[src/rtl/key_debounce_irq_pkg.sv]
// Shared constants for the push-button debounce / interrupt peripheral.
// Register word offsets and key count.
package key_debounce_irq_pkg;

  localparam int NKEYS = 8;

  localparam logic [2:0] KDI_STATE   = 3'd0;
  localparam logic [2:0] KDI_PENDING = 3'd1;
  localparam logic [2:0] KDI_MASK    = 3'd2;
  localparam logic [2:0] KDI_RAW     = 3'd3;

endpackage

[src/rtl/key_debounce_cell.sv]
// One key: 2-flop synchroniser, debounce counter and stable level.
// press_o pulses in the cycle whose closing edge accepts a press.
module key_debounce_cell #(
  parameter int DEB_CYCLES     = 250000,
  parameter bit KEY_ACTIVE_LOW = 1'b1,
  parameter int CNT_W          = 20
) (
  input  logic clk_i,
  input  logic rst_ni,
  input  logic key_i,
  output logic sync_o,
  output logic stable_o,
  output logic press_o
);

  localparam logic REL = KEY_ACTIVE_LOW;
  localparam logic [CNT_W-1:0] LAST = CNT_W'(DEB_CYCLES - 1);

  logic             meta_q;
  logic             sync_q;
  logic             stable_q, stable_d;
  logic [CNT_W-1:0] cnt_q, cnt_d;
  logic             accept;

  always_ff @(posedge clk_i or negedge rst_ni) begin
    if (!rst_ni) begin
      meta_q   <= REL;
      sync_q   <= REL;
      stable_q <= REL;
      cnt_q    <= '0;
    end else begin
      meta_q   <= key_i;
      sync_q   <= meta_q;
      stable_q <= stable_d;
      cnt_q    <= cnt_d;
    end
  end

  always_comb begin
    stable_d = stable_q;
    cnt_d    = cnt_q;
    accept   = 1'b0;
    if (sync_q == stable_q) begin
      cnt_d = '0;
    end else if (cnt_q == LAST) begin
      stable_d = sync_q;
      cnt_d    = '0;
      accept   = 1'b1;
    end else begin
      cnt_d = cnt_q + CNT_W'(1);
    end
  end

  // Only the transition into the pressed level is an event
  assign press_o  = accept & (sync_q ^ REL);
  assign sync_o   = sync_q;
  assign stable_o = stable_q;

endmodule

[src/rtl/key_debounce_irq.sv]
// Debounced push-button peripheral: state, W1C pending and mask
// registers on the bridge read/write port, level irq on pending&mask.
module key_debounce_irq
  import key_debounce_irq_pkg::*;
#(
  parameter int DEB_CYCLES     = 250000,
  parameter bit KEY_ACTIVE_LOW = 1'b1,
  parameter int CNT_W          = 20
) (
  input  logic             clk,
  input  logic             sys_rstn,
  input  logic [NKEYS-1:0] user_key,
  input  logic [2:0]       Addr,
  input  logic             WE,
  input  logic [31:0]      Din,
  output logic [31:0]      Dout,
  output logic             irq
);

  logic [NKEYS-1:0] sync, stable, press, pressed;
  logic [NKEYS-1:0] pend_q, pend_d;
  logic [NKEYS-1:0] mask_q, mask_d;
  logic [NKEYS-1:0] w1c;
  logic             unused_din;

  for (genvar i = 0; i < NKEYS; i++) begin : g_key
    key_debounce_cell #(
      .DEB_CYCLES    (DEB_CYCLES),
      .KEY_ACTIVE_LOW(KEY_ACTIVE_LOW),
      .CNT_W         (CNT_W)
    ) u_cell (
      .clk_i   (clk),
      .rst_ni  (sys_rstn),
      .key_i   (user_key[i]),
      .sync_o  (sync[i]),
      .stable_o(stable[i]),
      .press_o (press[i])
    );
  end

  assign pressed    = stable ^ {NKEYS{KEY_ACTIVE_LOW}};
  assign unused_din = ^Din[31:NKEYS];

  always_ff @(posedge clk or negedge sys_rstn) begin
    if (!sys_rstn) begin
      pend_q <= '0;
      mask_q <= '0;
    end else begin
      pend_q <= pend_d;
      mask_q <= mask_d;
    end
  end

  always_comb begin
    w1c    = '0;
    mask_d = mask_q;
    if (WE && Addr == KDI_PENDING) w1c = Din[NKEYS-1:0];
    if (WE && Addr == KDI_MASK) mask_d = Din[NKEYS-1:0];
    // A press arriving with its own clear keeps the bit set
    pend_d = (pend_q & ~w1c) | press;
  end

  always_comb begin
    Dout = '0;
    unique case (1'b1)
      Addr == KDI_STATE:   Dout[NKEYS-1:0] = pressed;
      Addr == KDI_PENDING: Dout[NKEYS-1:0] = pend_q;
      Addr == KDI_MASK:    Dout[NKEYS-1:0] = mask_q;
      Addr == KDI_RAW:     Dout[NKEYS-1:0] = sync;
      default:             Dout = '0;
    endcase
  end

  assign irq = |(pend_q & mask_q);

endmodule

[config.mk]
export PLATFORM = sky130hd
export DESIGN_NAME = key_debounce_irq
export DESIGN_NICKNAME = d
export VERILOG_FILES = /design/src/rtl/key_debounce_irq_pkg.sv /design/src/rtl/key_debounce_cell.sv /design/src/rtl/key_debounce_irq.sv
export SDC_FILE = /design/constraint.sdc
export NUM_CORES = 1
export LEC_CHECK = 0
export CAP_MARGIN = 20
export CORE_UTILIZATION = 60
export CTS_CLUSTER_SIZE = 12
export DETAILED_ROUTE_END_ITERATION = 8
export PLACE_DENSITY = 0.89
export SYNTH_ARGS = -nofsm -noshare
export SYNTH_HDL_FRONTEND = slang
export SYNTH_SLANG_ARGS = --single-unit
[constraint.sdc]
create_clock -name clk -period 4.2 [get_ports clk]
set_input_delay 0.84 -clock clk [delete_from_list [all_inputs] [get_ports clk]]
set_output_delay 0.84 -clock clk [all_outputs]
set_load 0.01 [all_outputs]
==> flow_metrics.py <==
metrics = {
    "die": {
        "io_pins": 79,
        "row_count": 46,
        "start_util_pct": 62.0,
        "fp.dieH_um": 131,
        "design.core.area_um2": 16000,
        "die_area_um2": 17100,
        "die_w_um": 131,
    },
    "sta": {
        "min_period_ns": 3.73,
        "tns_ns": 0,
        "finalSetupViolCount": 0,
        "rsz0062_at_grt": "no",
        "tightestPinTransition_ns": 1.06,
        "slew_viol_final": 0,
        "max_freq_ghz": 0.268,
        "timing.final.hold_violations": 0,
        "min_period_over_period_pct": 88.8,
        "finClkSkew_ns": 0.0103,
        "slew_headroom_pct": 28.6,
    },
    "clock_network": {
        "cts_made_buffers": 17,
        "cts_root_buf": "clkbuf_16",
        "clockBufferDepth": 2,
        "cts_tree": "yes",
        "cts_sinks": 200,
        "post_cts.repair.setup_buffers": 0,
        "clk_latency_ns": 0.45,
        "path_clk_slew_ns": 0.07,
        "h-tree-depth": 4,
        "hold_buffers": 0,
        "cts_resized": 0,
    },
    "detailed_routing": {
        "viasPerCell": 5.87,
        "drt_iter0_drc": 737,
        "routed_wirelength_um": 20300,
        "routedWlPerCell_um": 16.3,
        "final_antenna_net_count": 0,
        "vias": 7312,
        "dr.pass1.iters": 5,
        "drc": 0,
    },
    "layout": {
        "area_growth_pct": 10.4,
        "final_common_cell": "dfrtp_1",
        "layout_common_cells": "dfrtp_1, nor2_1, xnor2_1",
        "final_nets": 1069,
        "drive_above_1_share_pct": 10.0,
        "postLayoutCellArea_um2": 11000,
        "fill_cells": 1138,
    },
    "placement": {
        "place_area_um2": 10400,
        "routabilityCongestion": 0.813,
        "hpwl_um": 13500,
        "port_buffers": 30,
    },
    "critical_path": {
        "crit_path_start_kind": "input port",
        "reg2regPathDepth": 5,
        "ff2ff_setup_slack_ns": 1.93,
        "path_class": "in2out",
        "critPathMaxStageDelay_ns": 0.92,
        "cp-end-kind": "primary output",
        "cp_num_buf_inv": 2,
        "crit_slowest_cell": "clkdlybuf4s50_1",
        "arrival_ns": 2.89,
        "crit_required_ns": 3.36,
        "cp_top_family": "buffers and inverters",
        "cp_common_cell": "clkdlybuf4s50_1",
        "path_cells": "clkdlybuf4s50_1, mux4_2, nor2b_1, clkdlybuf4s50_1",
        "r2r_end": "g_key[7].u_cell.cnt_q[14]",
        "worst-path-max-fanout": 14,
        "reg2reg_from": "g_key[7].u_cell.cnt_q[0]",
    },
    "yosys": {
        "postSynth.asyncResetShare_pct": 100,
        "ys_warn_count": 0,
        "ys_seq_elements": 200,
        "synth_area_per_cell_um2": 10.1,
        "synth.area.top_cells": "dfrtp_1, xnor2_1, dfstp_2",
        "ys.flop_type": "dfrtp_1",
        "synth.top_cell.area_share_pct": 44.4,
        "yosys.area.top_type": "dfrtp_1",
        "synthCells": 978,
        "synth_edf_count": 0,
        "synth.distinct_cells": 54,
        "syn_area_um2": 9930,
        "ys_seq_area_share_pct": 50.7,
    },
    "min_path": {
        "hold_class": "reg2reg",
        "hold_start": "g_key[3].u_cell.meta_q",
        "hold-path-cell-count": 0,
        "min_to": "g_key[3].u_cell.sync_o",
    },
    "pwr": {
        "cell_internal_pwr_uw": 2930,
        "peakVddDrop_v": 0.000294,
        "leakage_uw": 0.00435,
        "clkPwrFrac_pct": 40.9,
        "power_density_nw_per_um2": 350,
        "p_switching_uw": 900,
        "p_sw_share_pct": 23.5,
        "power_frac_comb_pct": 6.0,
        "pwr-share-seq_pct": 53.0,
    },
    "flow_run": {
        "max_cap_violations": 0,
    },
    "grt": {
        "grt_max_degree": 103,
        "grt_usage_pct": 25.9,
        "grt_pass1_wl_um": 34300,
        "met2_usage_pct": 43.2,
        "use_met1_pct": 32.9,
        "grt_pass1_vias": 7282,
        "antenna_found_initial": 0,
        "grt_util_met3_pct": 5.58,
        "top_usage_layer": "met2",
        "grt-ovfl-total": 0,
    },
    "status": {
        "status": "completed",
    },
}
## stage by stage
step	cells	hold slack (ns)	utilization (%)	worst slack, ns	total power [uW]
3_3_place_gp	1209	0.346	64.8	0.472	2280
3_5_place_dp	1211	0.347	64.9	0.474	2290
4_1_cts	1243	0.357	68.4	0.468	3850
6_report	1245	0.356	68.5	0.470	3830
2_1_floorplan	1001	0.345	-	1.41	2190
5_1_grt	1244	0.357	68.4	0.342	3960
## state kept, by name, summed over array words and instances, names as in the netlist
name,flops
g_key.u_cell.meta_q,8
g_key.u_cell.cnt_q,160
g_key.u_cell.stable_o,8
g_key.u_cell.sync_o,8
pend_q,8
mask_q,8
## worst register-to-register path, stage by stage, from the launching register on
cell and delay [ns]:
dfrtp_1 0.40, ha_1 0.22, nand4_1 0.25, nand3b_1 0.26, o21ai_1 0.85, nor2_1 0.13
## logic make-up (layout without fill, tap and decap cells)
logic type	after synthesis	after routing	synth area share [%]
AO/OA/AOI/OAI	69	69	4.60
flip-flops	200	200	50.7
other	1	25	0.0378
XOR/XNOR	126	126	11.1
adder cells (fa/ha/maj)	8	8	1.01
AND/OR/NAND/NOR	467	467	24.4
buffers and inverters	76	103	4.10
multiplexers	31	31	4.06
## per-layer routing
layer,wire length (um),part of all wire (%)
met4,556,2.7
met2,10200,50
met1,8830,43
met5,0,0
met3,723,3.6
## power by group through the flow
stage	registers [uW]	clock network (uW)	logic, uW
after global routing	2040	1660	258
after floorplan	2050	0	137
after global placement	2060	0	220
after CTS	2030	1590	233
after detailed placement	2060	0	230
final	2030	1570	230
## Yosys cell counts (all sizes together) (13+ instances only)
library cell / n
a21oi: 20
and4: 13
buf: 33
dfrtp: 176
dfstp: 24
inv: 34
mux2: 14
nand2: 51
nand3: 44
nand4: 56
nor2: 163
nor3: 34
nor4: 35
o21ai: 27
or3: 17
xnor2: 83
xor2: 43
## layout make-up
type | count | area [um2] | area share [%]
Tap cell | 216 | 270 | 2.47
Multi-Input combinational cell | 725 | 4580 | 41.8
Antenna cell | 1 | 2.50 | 0.0228
Inverter | 34 | 128 | 1.17
Timing Repair Buffer | 37 | 377 | 3.44
Sequential cell | 200 | 5030 | 46.0
Clock inverter | 11 | 98.8 | 0.902
Clock buffer | 21 | 460 | 4.20
## worst max-delay path by stage
stage	start	end	slack (ns)	cells past startpoint
6_report	Addr[1]	Dout[4]	0.47	4
3_5_place_dp	Addr[1]	Dout[4]	0.47	4
4_1_cts	Addr[1]	Dout[4]	0.47	4
3_3_place_gp	Addr[1]	Dout[4]	0.47	4
2_1_floorplan	Addr[0]	Dout[3]	1.41	3
5_1_grt	Addr[1]	Dout[6]	0.34	5
Note: power is estimated with default switching activity, not from simulation.
